`src/rtl/mc_control_fsm.sv`:
```
// mc_control_fsm
//   Main control unit of a multicycle MIPS-style processor. The state register
//   and the state-derived control flags are registered together. Only ir_write,
//   pc_en and illegal_op combine those flags with live inputs (mem_ready,
//   zero_flag, opcode/funct). Asserting rst_n clears every enable at once.
// Ports
//   clk, rst_n            clock (rising edge), async active-low reset
//   opcode, funct         IR[31:26] / IR[5:0] of the latched instruction
//   zero_flag, mem_ready  ALU zero flag / memory completion handshake
//   pc_en, pc_src         PC load enable and PC source select
//   iord, mem_read, mem_write, ir_write       memory / IR control
//   reg_dst, mem_to_reg, reg_write            register-file control
//   alusrcA, alusrcB, alu_control             ALU operand / operation select
//   illegal_op            pulse in DECODE on an unsupported instruction
//   instr_count           retired-instruction counter (wraps)
module mc_control_fsm #(
  parameter logic [5:0] OP_RTYPE = 6'h00,
  parameter logic [5:0] OP_LW    = 6'h23,
  parameter logic [5:0] OP_SW    = 6'h2B,
  parameter logic [5:0] OP_BEQ   = 6'h04,
  parameter logic [5:0] OP_J     = 6'h02,
  parameter logic [5:0] OP_ADDI  = 6'h08,
  parameter int unsigned CNT_W   = 32
) (
  input  logic             clk,
  input  logic             rst_n,
  input  logic [5:0]       opcode,
  input  logic [5:0]       funct,
  input  logic             zero_flag,
  input  logic             mem_ready,
  output logic             pc_en,
  output logic [1:0]       pc_src,
  output logic             iord,
  output logic             mem_read,
  output logic             mem_write,
  output logic             ir_write,
  output logic             reg_dst,
  output logic             mem_to_reg,
  output logic             reg_write,
  output logic             alusrcA,
  output logic [1:0]       alusrcB,
  output logic [3:0]       alu_control,
  output logic             illegal_op,
  output logic [CNT_W-1:0] instr_count
);

  localparam logic [3:0] ALU_ADD = 4'b0010;
  localparam logic [3:0] ALU_SUB = 4'b0110;
  localparam logic [3:0] ALU_AND = 4'b0000;
  localparam logic [3:0] ALU_OR  = 4'b0001;

  typedef enum logic [3:0] {
    S_IDLE    = 4'd0,  S_FETCH   = 4'd1,  S_DECODE  = 4'd2,
    S_MEMADR  = 4'd3,  S_MEMRD   = 4'd4,  S_MEMWB   = 4'd5,
    S_MEMWR   = 4'd6,  S_EXEC    = 4'd7,  S_ALUWB   = 4'd8,
    S_ADDI_EX = 4'd9,  S_ADDI_WB = 4'd10, S_BRANCH  = 4'd11,
    S_JUMP    = 4'd12
  } state_t;

  // fetch/decode/pc_write/pc_write_cond are state flags that get qualified
  // by live inputs before they reach the ports.
  typedef struct packed {
    logic [1:0] pc_src;
    logic       iord;
    logic       mem_read;
    logic       mem_write;
    logic       fetch;
    logic       decode;
    logic       pc_write;
    logic       pc_write_cond;
    logic       reg_dst;
    logic       mem_to_reg;
    logic       reg_write;
    logic       alusrc_a;
    logic [1:0] alusrc_b;
    logic [3:0] alu_control;
  } ctl_t;

  function automatic logic funct_legal(input logic [5:0] fn);
    logic ok;
    case (fn)
      6'h20, 6'h22, 6'h24, 6'h25: ok = 1'b1;
      default:                    ok = 1'b0;
    endcase
    return ok;
  endfunction

  function automatic logic instr_legal(input logic [5:0] op, input logic [5:0] fn);
    logic ok;
    if (op == OP_RTYPE) begin
      ok = funct_legal(fn);
    end else begin
      ok = (op == OP_LW) || (op == OP_SW) || (op == OP_BEQ) ||
           (op == OP_J)  || (op == OP_ADDI);
    end
    return ok;
  endfunction

  function automatic logic [3:0] alu_for_funct(input logic [5:0] fn);
    logic [3:0] a;
    case (fn)
      6'h22:   a = ALU_SUB;
      6'h24:   a = ALU_AND;
      6'h25:   a = ALU_OR;
      default: a = ALU_ADD;
    endcase
    return a;
  endfunction

  // Control word for a state; funct only matters for EXEC.
  function automatic ctl_t decode_ctl(input state_t st, input logic [5:0] fn);
    ctl_t c;
    c = '0;
    c.alu_control = ALU_ADD;
    case (st)
      S_IDLE:    begin end
      S_FETCH:   begin c.mem_read = 1'b1; c.fetch = 1'b1; c.alusrc_b = 2'b01; end
      S_DECODE:  begin c.decode = 1'b1; c.alusrc_b = 2'b10; end
      S_MEMADR:  begin c.alusrc_a = 1'b1; c.alusrc_b = 2'b10; end
      S_MEMRD:   begin c.mem_read = 1'b1; c.iord = 1'b1; end
      S_MEMWB:   begin c.reg_write = 1'b1; c.mem_to_reg = 1'b1; end
      S_MEMWR:   begin c.mem_write = 1'b1; c.iord = 1'b1; end
      S_EXEC:    begin c.alusrc_a = 1'b1; c.alu_control = alu_for_funct(fn); end
      S_ALUWB:   begin c.reg_write = 1'b1; c.reg_dst = 1'b1; end
      S_ADDI_EX: begin c.alusrc_a = 1'b1; c.alusrc_b = 2'b10; end
      S_ADDI_WB: begin c.reg_write = 1'b1; end
      S_BRANCH:  begin
        c.alusrc_a = 1'b1; c.alu_control = ALU_SUB;
        c.pc_write_cond = 1'b1; c.pc_src = 2'b01;
      end
      S_JUMP:    begin c.pc_write = 1'b1; c.pc_src = 2'b10; end
      default:   c = '0;
    endcase
    return c;
  endfunction

  state_t           state_r;
  state_t           state_next_s;
  logic             retire_s;
  ctl_t             ctl_r;
  ctl_t             ctl_s;
  logic             state_ok_s;
  logic [CNT_W-1:0] count_r;

  // Next-state and retire decision.
  always_comb begin
    state_next_s = state_r;
    retire_s     = 1'b0;
    case (state_r)
      S_IDLE:   state_next_s = S_FETCH;
      S_FETCH:  begin
        if (mem_ready) state_next_s = S_DECODE;
        else           state_next_s = S_FETCH;
      end
      S_DECODE: begin
        if (opcode == OP_LW || opcode == OP_SW)             state_next_s = S_MEMADR;
        else if (opcode == OP_RTYPE && funct_legal(funct))  state_next_s = S_EXEC;
        else if (opcode == OP_BEQ)                          state_next_s = S_BRANCH;
        else if (opcode == OP_J)                            state_next_s = S_JUMP;
        else if (opcode == OP_ADDI)                         state_next_s = S_ADDI_EX;
        else                                                state_next_s = S_FETCH;
      end
      S_MEMADR: begin
        if (opcode == OP_LW)      state_next_s = S_MEMRD;
        else if (opcode == OP_SW) state_next_s = S_MEMWR;
        else                      state_next_s = S_FETCH;
      end
      S_MEMRD:  begin
        if (mem_ready) state_next_s = S_MEMWB;
        else           state_next_s = S_MEMRD;
      end
      S_MEMWR:  begin
        if (mem_ready) begin
          state_next_s = S_FETCH;
          retire_s     = 1'b1;
        end else begin
          state_next_s = S_MEMWR;
        end
      end
      S_EXEC:    state_next_s = S_ALUWB;
      S_ADDI_EX: state_next_s = S_ADDI_WB;
      S_MEMWB, S_ALUWB, S_ADDI_WB, S_BRANCH, S_JUMP: begin
        state_next_s = S_FETCH;
        retire_s     = 1'b1;
      end
      default:   state_next_s = S_FETCH;
    endcase
  end

  // State, registered control word and retire counter.
  always_ff @(posedge clk or negedge rst_n) begin
    if (!rst_n) begin
      state_r <= S_IDLE;
      ctl_r   <= decode_ctl(S_IDLE, 6'h00);
      count_r <= '0;
    end else begin
      state_r <= state_next_s;
      ctl_r   <= decode_ctl(state_next_s, funct);
      if (retire_s) count_r <= count_r + {{(CNT_W-1){1'b0}}, 1'b1};
      else          count_r <= count_r;
    end
  end

  // A corrupted state encoding silences every output until FETCH is reloaded.
  always_comb begin
    state_ok_s = (state_r <= S_JUMP);
    if (state_ok_s) ctl_s = ctl_r;
    else            ctl_s = '0;
  end

  assign pc_en       = (ctl_s.fetch & mem_ready) | ctl_s.pc_write |
                       (ctl_s.pc_write_cond & zero_flag);
  assign ir_write    = ctl_s.fetch & mem_ready;
  assign illegal_op  = ctl_s.decode & ~instr_legal(opcode, funct);
  assign pc_src      = ctl_s.pc_src;
  assign iord        = ctl_s.iord;
  assign mem_read    = ctl_s.mem_read;
  assign mem_write   = ctl_s.mem_write;
  assign reg_dst     = ctl_s.reg_dst;
  assign mem_to_reg  = ctl_s.mem_to_reg;
  assign reg_write   = ctl_s.reg_write;
  assign alusrcA     = ctl_s.alusrc_a;
  assign alusrcB     = ctl_s.alusrc_b;
  assign alu_control = ctl_s.alu_control;
  assign instr_count = count_r;

endmodule
```
`config.mk`:
```
export PLATFORM = sky130hd
export DESIGN_NAME = mc_control_fsm
export DESIGN_NICKNAME = d
export VERILOG_FILES = /design/src/rtl/mc_control_fsm.sv
export SDC_FILE = /design/constraint.sdc
export NUM_CORES = 1
export LEC_CHECK = 0
export ABC_CLOCK_PERIOD_IN_PS = 2000
export CORE_UTILIZATION = 45
export CTS_BUF_LIST = sky130_fd_sc_hd__clkbuf_16
export DETAILED_ROUTE_END_ITERATION = 10
export HOLD_SLACK_MARGIN = 0.12
export PLACE_DENSITY_LB_ADDON = 0.05
export SLEW_MARGIN = 20
export SYNTH_ARGS = -nofsm -noshare
export SYNTH_HDL_FRONTEND = slang
export SYNTH_SLANG_ARGS = --single-unit
```
`constraint.sdc`:
```
create_clock -name clk -period 2 [get_ports clk]
set_clock_uncertainty 0.05 [all_clocks]
set_input_delay 0.4 -clock clk [delete_from_list [all_inputs] [get_ports clk]]
set_output_delay 0.4 -clock clk [all_outputs]
set_load 0.05 [all_outputs]
```
==> run summary, run 1 <==
The number of synthesized register bits was 53. In this run the most critical hold path is launched from instr_count[31]$_DFFE_PN0P_. The first detailed-routing pass took 4 iterations. The run gives 0 as the final hold violation count. The net count of the finished layout is 393. The worst path in the final design needs a cycle of 2000 ps, including I/O delays and setup. The tools report the global-route congestion overflow total as 0. In this run the critical register-to-register path is launched from state_r[0]$_DFF_PN0_. The path class of the tightest hold or removal check is flop to flop. The required time of the worst setup path came out at 1550 ps. The run gives 4110 sq um as the finished layout cell area. In this run the cell area measured after placement is 3630 sq um. Setup repair after global routing could not meet its margin everywhere.

The die is 79.4 um tall. The most numerous cell type found on the critical path is sky130_fd_sc_hd__buf_6. The signed area change from the synthesized netlist to the final layout is 52.6%, and the reported max-cap violation count is 0.

For the final wirelength, the log shows 6010 um. The later pin in the worst-skew pair is clocked with a latency of 290 ps. For the final worst slack, the log shows -4.01 ps.

The total placed cells including tap cells was 429. The sort of element at the end of the critical path is a primary output. The count of nets left with antenna violations once routing finished came out at 0. The area share of the leading cell type in the synthesized netlist works out to 48.3%.

The number of setup violations in the final report came out at 1. The kind of critical path was flop to primary output. At the pin with the least slew margin, the transition time is 507 ps. Of all nets on the critical path, the largest fanout is 9. The mean post-synth cell area works out to 10.2 sq um. The kind of launch point of the worst setup path was a flop. The run finished, with violations left. After synthesis, the netlist uses 57 different library cells.

The tools report the vias after detailed routing as 2269. During placement, the flow inserted port buffers numbering 64. For this run, design rule violations remaining after detail routing come to 0. Summing every instance area after synthesis gives 2700 sq um.

For this run, asynchronously set or reset flops after synthesis account for 100%. TritonCTS built the clock tree. The number of max-slew violations in the final report is 0.

Detailed placement ended at an HPWL of 4210 um. For the die footprint, the log shows 6300 sq um. The library cell used most frequently in the layout, excluding fill and tap cells, is sky130_fd_sc_hd__buf_4. The total nets after synthesis was 280.

The cell count after synthesis came out at 263. In the post-synthesis netlist, the biggest area contributors are sky130_fd_sc_hd__dfrtp_1 (48%), sky130_fd_sc_hd__xnor2_1 (7.1%), sky130_fd_sc_hd__and2_1 (5.6%). Fill cells in the final layout number 434. The largest single stage delay on the critical path is 400 ps. The worst-case IR drop observed on VDD is 0.559 mV. The number of clock buffers added by TritonCTS is 5.

The critical path goes through inv_2 -> or3_4 -> buf_6 -> and3_4 -> buf_6. Counting flops with a built-in enable in the synthesized netlist gives 0. The library cells used most frequently in the layout, excluding fill and tap cells, are sky130_fd_sc_hd__buf_4 (63), sky130_fd_sc_hd__dfrtp_1 (45), sky130_fd_sc_hd__nor2_1 (23), sky130_fd_sc_hd__xnor2_1 (22), sky130_fd_sc_hd__nand2_1 (21). The clock tree synthesis step divided the H-tree into 2 levels. The cell sitting at the root of the clock tree is a sky130_fd_sc_hd__clkbuf_16. Measured along the x axis, the die boundary spans 79.4 um.

The via count of the first global-routing pass came out at 2097. Dividing the detail-routed wire length by the instance count gives 13.4 um. For this run, the total global-route usage over all layers was measured as 19.6%. The checks that failed: setup timing. Of all cell types, the one taking the most synthesized area is sky130_fd_sc_hd__dfrtp_1.

The logs give 0 for the initial antenna violation count and 499 MHz for the maximum operating frequency. After floorplanning, the core was sized to cover 5640 sq um. The leakage power is 2.00 nW.

In the routed layout, each cell is associated on average with a via count of 5.05. In the final layout, the share of cells above drive strength 1 is 39.0%. For this configuration, the core starts out at a cell density of 47.8%.

Yosys printed 0 warnings. The worst slew margin relative to its limit is 66.1%, and the total number of clock tree sinks is 53. The sequential fraction of the synthesis area is 49.3%, and the largest buffer count on any clock path is 2. The row count is 27. The worst setup path startpoint was state_r[3]$_DFF_PN0_. The repair_antennas step left the layout with diodes totalling 0.

The cell with the largest stage delay on the worst path is sky130_fd_sc_hd__or3_4. The final critical path takes up 100% of the cycle. The largest net degree at the start of global routing was 30; the share of the core filled with cells in the final layout was 72.9%.

In the synthesized netlist the dominant register cell turns out to be sky130_fd_sc_hd__dfrtp_1. Pin placement for this block handled 66 I/O pins. At the worst endpoint, the arrival time is 1550 ps.

At the end of routability-driven placement, the weighted congestion stood at 0.775. The post-route total power was 3.35 mW; the power density over cell area was 815 nW/um^2. For this block, the initial DRC count from the detailed router was 110. The run gives 449 as the final instance count without filler cells. The tools report the wire length of the first global-routing pass as 9730 um.

Clock-pin slew was measured on the worst setup and hold paths at 70 ps.
-- flip-flops by register name (all words and copies together) (netlist names) --
signal and count:
ctl_r 17, instr_count 32, state_r 4
-- cell usage after synthesis (all sizes together), types with 3 or more instances --
cell type,instances
a21oi,9
and2,24
and2b,3
and3,9
buf,7
dfrtp,52
inv,8
nand2,22
nand2b,3
nand3,16
nand4,9
nand4b,3
nor2,24
nor2b,3
nor3,5
xnor2,23
xor2,9
-- worst max-delay path: cells and delay by family (launching register included) --
family,cells,cell delay (ps)
and+or+nand+nor,2,570
DFF,1,360
buffers and inverters,3,330
-- final timing paths --
check | endpoint | slack (ps) | cells past startpoint
max | ir_write | -4 | 5
max in group asynchronous | ctl_r[1]$_DFF_PN1_ | 890 | 3
min | instr_count[31]$_DFFE_PN0P_ | 410 | 1
min reg2reg | instr_count[31]$_DFFE_PN0P_ | 410 | 1
min in group asynchronous | instr_count[4]$_DFFE_PN0P_ | 450 | 2
max reg2reg | ctl_r[5]$_DFF_PN0_ | 80 | 9
-- cells by family (layout without fill, tap and decap cells) --
kind of cell	Yosys count	in the layout	share of synthesized area [%]
simple gates	132	132	27.9
flops	53	53	49.3
fa+ha+maj	1	1	0.464
buf+inv	17	131	3.34
xor+xnor	32	32	10.7
mux	2	2	0.789
other cells	1	1	0.139
compound gates	25	25	7.43
-- final cells by class --
class | count | area (sq um) | share of cell area [%]
Multi-Input combinational cell | 193 | 1440 | 34.9
Sequential cell | 53 | 1340 | 32.5
Timing Repair Buffer | 115 | 1050 | 25.6
Clock buffer | 5 | 125 | 3.04
Tap cell | 72 | 90.1 | 2.19
Clock inverter | 3 | 42.5 | 1.03
Inverter | 8 | 30.0 | 0.730
-- per-layer routing --
layer | vias to the layer above | wire, um | track usage [%]
li1 | 1110 | - | -
met1 | 1108 | 2750 | 27.2
met2 | 44 | 3010 | 32.5
met3 | 7 | 176 | 2.74
met4 | 0 | 62 | 4.36
met5 | - | 0 | 0
-- power breakdown --
part	internal (mW)	switching, mW
Sequential	1.16	0.0559
Combinational	0.542	0.638
Clock	0.588	0.370
-- through the flow --
step	TNS, ps	hold WS (ps)	worst slack [ps]
3_5_place_dp	-9270	224	-384
2_1_floorplan	0	54.4	39.0
5_1_grt	-344	430	-45.2
3_3_place_gp	-8880	223	-370
4_1_cts	-1.45	421	-1.45
6_report	-4.01	413	-4.01
-- repair_timing --
item,4_1_cts,5_1_grt
hold endpoints to repair,6,0
resized for setup,40,40
gates cloned,0,2
pin swaps,5,9
setup buffers,7,3
endpoints found under the setup margin,25,31
hold buffers,1,0
Power figures use the tool's default switching activity.
==> inputs of run 2 (changes only) <==
CORE_ASPECT_RATIO = 2   (was default)
==> run summary, run 2 (synthesized netlist as in run 1, its figures left out) <==
The run finished, with violations left. The final reports fail on DRC, setup timing. The die footprint came out at 6320 sq um (+0.29%). The cell at the root of the clock tree was sky130_fd_sc_hd__clkbuf_16.

The logs give 0 (unchanged) for the reported max-cap violation count and 1.09 mW (+2.0%) for the net switching power of the design. The run gives 4230 sq um (+2.8%) as the finished layout cell area. TritonCTS built the clock tree. The worst slew margin relative to its limit is 64.9% (-1.2 points), and the final wirelength is 6450 um (+7.4%). The worst hold slack after final layout was 420 ps (+6.92 ps). The post-detailed-route DRC marker count was 14 (+14); the number of vias per cell was 5.20 (+2.9%).

Wire length of the first global-routing pass: 10600 um (+8.6%). The number of detailed-routing iterations run before antenna repair came out at 7 (+3). The clock buffer count from CTS was 5 (unchanged); the row count was 39 (+44%). For the via count of the first global-routing pass, the log shows 2424 (+16%).

The run gives 0 (unchanged) as the post-route antenna net violation count. The run gives 46.8% (-0.97 points) as the initial standard-cell utilization of the core. The worst setup path is of the flop to primary output kind.

For the final worst slack, the log shows -43.7 ps (-39.7 ps). The path class of the tightest hold or removal check is flop to flop. The final routed wire length divided by cell count is 14.5 um (+8.4%).

The die extent in y is 111 um (+40%), and the final hold violation count is 0 (unchanged). The logs give 17 (+16) for the number of setup violations in the final report and 1550 ps (about the same) for the required time of the worst setup path. The accumulated negative setup slack is -410 ps (-406 ps).

Kind of launch point of the worst setup path: a flop. The run gives 37.1% (+0.8 points) as the sequential power share. The number of DRC violations after detailed-routing iteration 0 came out at 50 (-55%).

The tools report the floorplan core area as 5760 sq um (+2.1%). The total number of clock tree sinks is 53 (unchanged). The H-tree level count is 2 (unchanged).

The flip-flop count of the largest register after layout was 32 (unchanged). The power density over cell area is 776 nW/um^2 (-4.8%), and the total global routing track utilization is 21.7% (+2.1 points). The last weighted congestion value of the routability-driven placer was 0.796 (+2.7%); the switching share of total power was 33.1% (+1.3 points). The port buffer count was 64 (unchanged). The logic gate share of total power came out at 37.1% (+1.9 points).

The logs give 0 (unchanged) for the antenna diode count and 489 MHz (-1.9%) for the maximum operating frequency. The logs give 3610 sq um (-0.72%) for the placed instance area and 2314 (+2.0%) for the vias after detailed routing. The share of the core filled with cells in the final layout is 73.5% (+0.55 points), and the global-route congestion overflow total is 0 (unchanged). Setup repair after global routing could not meet its margin everywhere. The peak fanout along the critical path came out at 8 (-1).

The clock-pin slew of the registers on the worst-case setup and hold paths works out to 70 ps (about the same). Initial antenna violation count: 0 (unchanged). The largest buffer count on any clock path is 2 (unchanged), and the maximum ir drop on the vdd rail is 0.482 mV (-14%). The shortest clock period the worst path allows after layout was 2040 ps (+39.7 ps); the internal power component was 2.20 mW (-4.1%). The number of max-slew violations in the final report is 0 (unchanged). The top cell types in the final layout, fill and taps aside, are sky130_fd_sc_hd__buf_4 (69), sky130_fd_sc_hd__dfrtp_1 (44), sky130_fd_sc_hd__xnor2_1 (22), sky130_fd_sc_hd__nand2_1 (20), sky130_fd_sc_hd__nor2_1 (18). Sort of element at the end of the critical path: a primary output. The most common cell after layout, fill and taps aside was sky130_fd_sc_hd__buf_4. The area growth from synthesis to layout is 57.0%. The transition at the pin with the smallest max-transition slack works out to 526 ps (+19.0 ps). The fraction of layout cells with a size suffix above 1 was 44.0% (+5.0 points). The number of top-level pins was 66 (unchanged).

The horizontal die dimension is 56.7 um (-29%), and the net count of the finished layout is 400 (+1.8%). The portion of the clock cycle consumed by the worst path in the final layout is 102% (+2.0 points), and the share of power burned in the clock network is 25.8% (-2.7 points). For the leakage power, the log shows 2.10 nW (+5.1%).

The data arrival time of the critical path was 1590 ps (+40 ps); the insertion delay to the later sink of the worst-skew pair was 290 ps (about the same). For the placed wire-length estimate after detailed placement, the log shows 4740 um (+12%). For the largest net degree at the start of global routing, the log shows 31 (+3.3%).
run 2: power by group through the flow:
stage	combinational, mW	clock, mW	sequential, mW
after floorplan	0.537	0	1.30
after global placement	0.991	0	1.25
after detailed placement	0.997	0	1.25
after CTS	1.19	0.866	1.21
after global routing	1.30	0.903	1.23
final	1.22	0.845	1.22
run 2: layout make-up:
| cell class | count | area [sq um] |
|---|---|---|
| Clock buffer | 5 | 125 |
| Sequential cell | 53 | 1340 |
| Clock inverter | 3 | 21.3 |
| Inverter | 8 | 30.0 |
| Multi-Input combinational cell | 193 | 1480 |
| Timing Repair Buffer | 122 | 1160 |
| Tap cell | 61 | 76.3 |
| Fill cell | 432 | 1530 |
run 2: metrics by stage:
stage          total power, mW  std cells  worst slack [ps]
2_1_floorplan             1.84        263              39.0
3_3_place_gp              2.24        419              -339
3_5_place_dp              2.25        419              -352
4_1_cts                   3.27        441             -64.0
5_1_grt                   3.43        445              -104
6_report                  3.28        445             -43.7
run 2: metal layers:
layer  wire, um  vias to the layer above  track usage, %
met3        181                       14            3.83
li1           -                     1126               -
met4        189                        0            10.8
met5          0                        -               0
met1       2140                     1125            19.3
met2       3950                       49            43.7
run 2: path summary, 6_finish.rpt:
path | startpoint | end | slack [ps] | cells after the start
worst max-delay path | state_r[3]$_DFF_PN0_ | pc_en | -40 | 5
worst min-delay path | instr_count[31]$_DFFE_PN0P_ | instr_count[31]$_DFFE_PN0P_ | 420 | 1
worst max register to register | state_r[3]$_DFF_PN0_ | instr_count[31]$_DFFE_PN0P_ | 30 | 9
worst min register to register | instr_count[31]$_DFFE_PN0P_ | instr_count[31]$_DFFE_PN0P_ | 420 | 1
max in group asynchronous | rst_n | instr_count[1]$_DFFE_PN0P_ | 780 | 3
min in group asynchronous | rst_n | instr_count[26]$_DFFE_PN0P_ | 570 | 2
run 2: timing repair:
action | CTS | global route
gates resized for setup | 78 | 32
pin swaps | 20 | 10
setup endpoints to repair | 18 | 38
hold buffers | 1 | 0
cloned | 2 | 0
buffers inserted | 11 | 4
endpoints found under the hold margin | 22 | 0
run 2: worst max-delay path: stages (launching register included):
cell and delay (ps):
sky130_fd_sc_hd__dfrtp_1 380, sky130_fd_sc_hd__inv_2 50, sky130_fd_sc_hd__or3_4 420, sky130_fd_sc_hd__buf_8 160, sky130_fd_sc_hd__a21boi_4 140, sky130_fd_sc_hd__buf_12 150
==> variant 1, RTL diff (config.mk and constraints of run 2) <==
Reset style: synchronous (`rst_n`), changed in one clocked block. Comments in the files are not updated.
--- a/src/rtl/mc_control_fsm.sv
+++ b/src/rtl/mc_control_fsm.sv
@@ -189,5 +189,5 @@
 
   // State, registered control word and retire counter.
-  always_ff @(posedge clk or negedge rst_n) begin
+  always_ff @(posedge clk) begin
     if (!rst_n) begin
       state_r <= S_IDLE;
Function: differs if rst_n is asserted again (counterexample within 4 cycles, from zero or initial values and one cycle with rst_n low); with rst_n held inactive, the same outputs for 10 cycles.
==> variant 1 against run 2 <==
- the run still ends with design-rule violations, negative setup slack left
- wire length increased by 30%
- core utilization grew 2.3 points
- final area is 4.1% higher
- worst setup slack better by 0.043 ns
- synthesized area is 1.5% higher
- register-to-register slack lost 0.03 ns
- sequential cell count decreased by 1
Power is not compared: it rests on default switching activity, and its combinational part moved more than twofold at a synthesized area within 25%.
==> variant 1: results (changes against run 2) <==
Synth Area in XOR/XNOR 3.84% (-6.8 points); CTS clock-pin slew for the worst setup and hold paths 0.07 ns (about the same); share of layout cells above drive strength 1 42.9% (-1.1 points); failing checks design-rule violations, negative setup slack; hold slack 0.434 ns (+0.0139 ns); area fraction in compound gates after synthesis 21.8% (+14 points); hold path cells 2 (+1); critical path type register to register; Adder-Cell Fraction of Synth Area 0.457% (-0.0068 points); Post-Route WL 8420 microns (+30%); number of synthesized register bits 52 (-1.9%); multi-input combinational cell count 238 (+23%); global-route wire length before repair 12,900 microns (+22%); Critical Path AT 2.18 ns (+0.59 ns); overall routing resource usage 25.6% (+3.9 points); largest net degree at the start of global routing 18 (-42%); sequential cell area share 24.8% (-6.9 points); detailed-route via count 2,952 (+28%); CP Max Fanout 7 (-1); routed wl met2 4800 microns (+22%); buffers outside the clock class 130 (+6.6%); Final clock-cell share 3.35% (-0.11 points); reg-to-reg startpoint state_r[2]$_SDFF_PN0_; Final setup viols 1 (-16); nets@finish 452 (+13%); worst slew pin tran 0.508 ns (-0.0182 ns); sequential area share after synthesis 38.1% (-11 points); post-CTS setup buffers 3 (-8); Sequential Area 0.00109 sq mm (-19%); wl on met1 2920 microns (+37%); DRC 12 (-2); antenna violations before repair 0 (unchanged); cells after synthesis 314 (+19%); dpl cell area 0.00392 sq mm (+8.6%); met2 Usage GRT 49.6% (+5.9 points); Worst Reg-to-Reg Cells 7 (-2); Hold Path Sink instr_count[31]$_SDFFE_PN0P_; final worst-path setup slack -0.000246 ns (+0.0435 ns); Syn Nets 331 (+18%); FF-to-FF setup slack -0.0002 ns (-0.03 ns); Cell variety after synth 60 (+5.3%); dpl cells 476 (+14%); met1 usage 24.5% (+5.2 points); mux contribution to synthesized area 0.732% (-0.057 points); grt met3 use 3.92% (+0.084 points); outcome finished, violations left; FFs w/ async S/R, synth 0% (-100 points); HP Start instr_count[31]$_SDFFE_PN0P_; largest cells by area after synthesis dfxtp_1 (38%), o31ai_1 (4.1%), or4_1 (3.8%); non-clk buf share 28.9% (+1.4 points); cts repair resizes 30 (-62%); Worst Setup EP instr_count[20]$_SDFFE_PN0P_; DP HPWL 5900 microns (+25%); pre-CTS setup slack -0.470 ns (-0.118 ns); Synth Flop Type dfxtp_1; Multi-input gate area 0.00179 sq mm (+21%); met3 WL 354 microns (+96%)
## variant 1: cell types whose count changed in the layout (fill, tap and decap cells not counted), sizes merged, moves of 7 or more
cell	run 2	this run
a21oi	9	21
xnor2	23	1
dfrtp	52	0
o21ai	2	12
nand2	22	15
dfxtp	0	52
and2	24	16
o31ai	0	15
or4	0	14
## variant 1: logic make-up (layout without fill, tap and decap cells)
kind of cell               Yosys count  in the layout
DFF                                 52             52
and+or+nand+nor                    140            140
AOI/OAI and AO/OA                   82             82
muxes                                2              2
buffers and inverters               24            146
xor gates and xnor gates            12             12
adders and majority gates            1              1
other                                1              1
## variant 1: critical path, stage by stage (launching register included)
cell       delay (ns)
dfxtp_4          0.35
buf_4            0.13
nand4bb_1        0.20
a211oi_4         0.37
nor2_4           0.07
buf_6            0.15
or4_1            0.47
a21oi_1          0.13
==> variant 2, RTL diff (flow settings as in run 2) <==
Made on the original files. Set the parameter `CNT_W` to 64 (it was 32).
--- a/src/rtl/mc_control_fsm.sv
+++ b/src/rtl/mc_control_fsm.sv
@@ -21,5 +21,5 @@
   parameter logic [5:0] OP_J     = 6'h02,
   parameter logic [5:0] OP_ADDI  = 6'h08,
-  parameter int unsigned CNT_W   = 32
+  parameter int unsigned CNT_W   = 64
 ) (
   input  logic             clk,
Interface: changed (resized instr_count); port bits go from 66 to 98. The function was not compared with the original's and may differ.
==> variant 2 against run 2 <==
- wire length up 89%
- final area up 65%
- synthesized area is 51% higher
- worst setup slack got worse by 0.20 ns
- power increased by 50%
- the flow finishes with violations (negative setup slack)
- combinational power up 13%
- largest cell class unchanged
- sequential cell count up 30
==> variant 2: results (changes against run 2) <==
number of global-route vias before repair 4,064 (+68%); sequential area share after synthesis 51.0% (+1.7 points); met2 Usage GRT 54.7% (+11 points); Largest register FFs 64 (+100%); IO buf count 96 (+50%); cells after synthesis 394 (+50%); TritonCTS buffer count 9 (+4); drt via density 5.42 (+4.1%); met3 WL 371 microns (+100%); met1 usage 22.0% (+2.7 points); Pre-antenna DRT Iters 4 (-3); overall routing resource usage 26.4% (+4.7 points); failing checks negative setup slack; Synth Area in XOR/XNOR 13.7% (+3.1 points); detailed-route via count 3,861 (+67%); Syn Nets 411 (+47%); worst-skew pair later-pin latency 0.34 ns (+0.05 ns); maximum vdd drop 0.000929 V (+93%); warnings from Yosys 0 (unchanged); htree depth 3 (+1); Leak 0.00347 uW (+65%); Post-Route WL 12,200 microns (+89%); internal power 3510 uW (+60%); wl on met1 3760 microns (+76%); pre-CTS setup slack -0.534 ns (-0.182 ns); cts repair resizes 72 (-7.7%); nets@finish 625 (+56%); Worst path top cell family by delay buffers and inverters; routed wl met2 7390 microns (+87%); Worst Reg-to-Reg Cells 8 (-1); outcome finished, violations left; final worst-path setup slack -0.241 ns (-0.197 ns); Cell variety after synth 55 (-3.5%); area fraction in compound gates after synthesis 4.85% (-2.6 points); CP Max Fanout 5 (-3); Final setup viols 59 (+42); worst slew pin tran 0.503 ns (-0.0232 ns); largest net degree at the start of global routing 37 (+19%); largest cells by area after synthesis dfrtp_1 (50%), xnor2_1 (8.4%), xor2_1 (5.4%); filler cell count in the final layout 563 (+30%); mux contribution to synthesized area 0.521% (-0.27 points); slowest CP cell dfrtp_1; global-route wire length before repair 19,200 microns (+82%); slowest stage delay, CP 0.39 ns (-0.03 ns); Setup TNS -5.74 ns (-5.33 ns); dpl cells 676 (+61%); DP HPWL 9020 microns (+90%); root buffer cell clkbuf_16; grt met3 use 5.23% (+1.4 points); gpl congestion 0.798 (+0.18%); drt initial violations 181 (+260%); synth cell count leaders dfrtp_1 (82), xnor2_1 (39), nand2_1 (35); Adder-Cell Fraction of Synth Area 0.307% (-0.16 points); share of layout cells above drive strength 1 52.5% (+8.5 points); Critical Path AT 1.79 ns (+0.20 ns)
## variant 2: metrics by stage
step	hold WS (ns)	area, sq um
floorplan	0.0544	4230
global placement	0.339	6040
detailed placement	0.343	6040
CTS	0.426	6650
global route	0.442	6960
finish	0.421	6960
## variant 2: final cells by class
| type | count | area, sq um | area share, % |
|---|---|---|---|
| tap | 100 | 125 | 1.80 |
| timing repair buffer | 213 | 1970 | 28.3 |
| inverter | 9 | 33.8 | 0.485 |
| multi-input combinational | 292 | 2390 | 34.4 |
| sequential | 83 | 2120 | 30.5 |
| clock inverter | 7 | 86.3 | 1.24 |
| clock buffer | 9 | 225 | 3.24 |
## variant 2: worst paths after layout
check,startpoint,endpoint,slack [ns]
max reg2reg,state_r[3]$_DFF_PN0_,instr_count[49]$_DFFE_PN0P_,-0.21
max in group asynchronous,rst_n,ctl_r[1]$_DFF_PN1_,0.72
min,instr_count[41]$_DFFE_PN0P_,instr_count[41]$_DFFE_PN0P_,0.42
max,state_r[1]$_DFF_PN0_,pc_en,-0.24
min reg2reg,instr_count[41]$_DFFE_PN0P_,instr_count[41]$_DFFE_PN0P_,0.42
min in group asynchronous,rst_n,instr_count[38]$_DFFE_PN0P_,0.52
## variant 2: worst register-to-register path, delay by kind of cell (launching register included)
kind	cells	cell delay [ns]
buffers and inverters	2	0.34
XOR/XNOR	1	0.14
AND/OR/NAND/NOR	4	1.06
flip-flops	1	0.40
AO/OA/AOI/OAI	1	0.14
## variant 2: power by group through the flow
| stage | combinational (uW) | clock (uW) | sequential, uW |
|---|---|---|---|
| after floorplan | 513 | 0 | 1940 |
| after global placement | 1180 | 0 | 1840 |
| after detailed placement | 1210 | 0 | 1840 |
| after CTS | 1340 | 1760 | 1820 |
| after global routing | 1450 | 1830 | 1830 |
| final | 1380 | 1720 | 1820 |
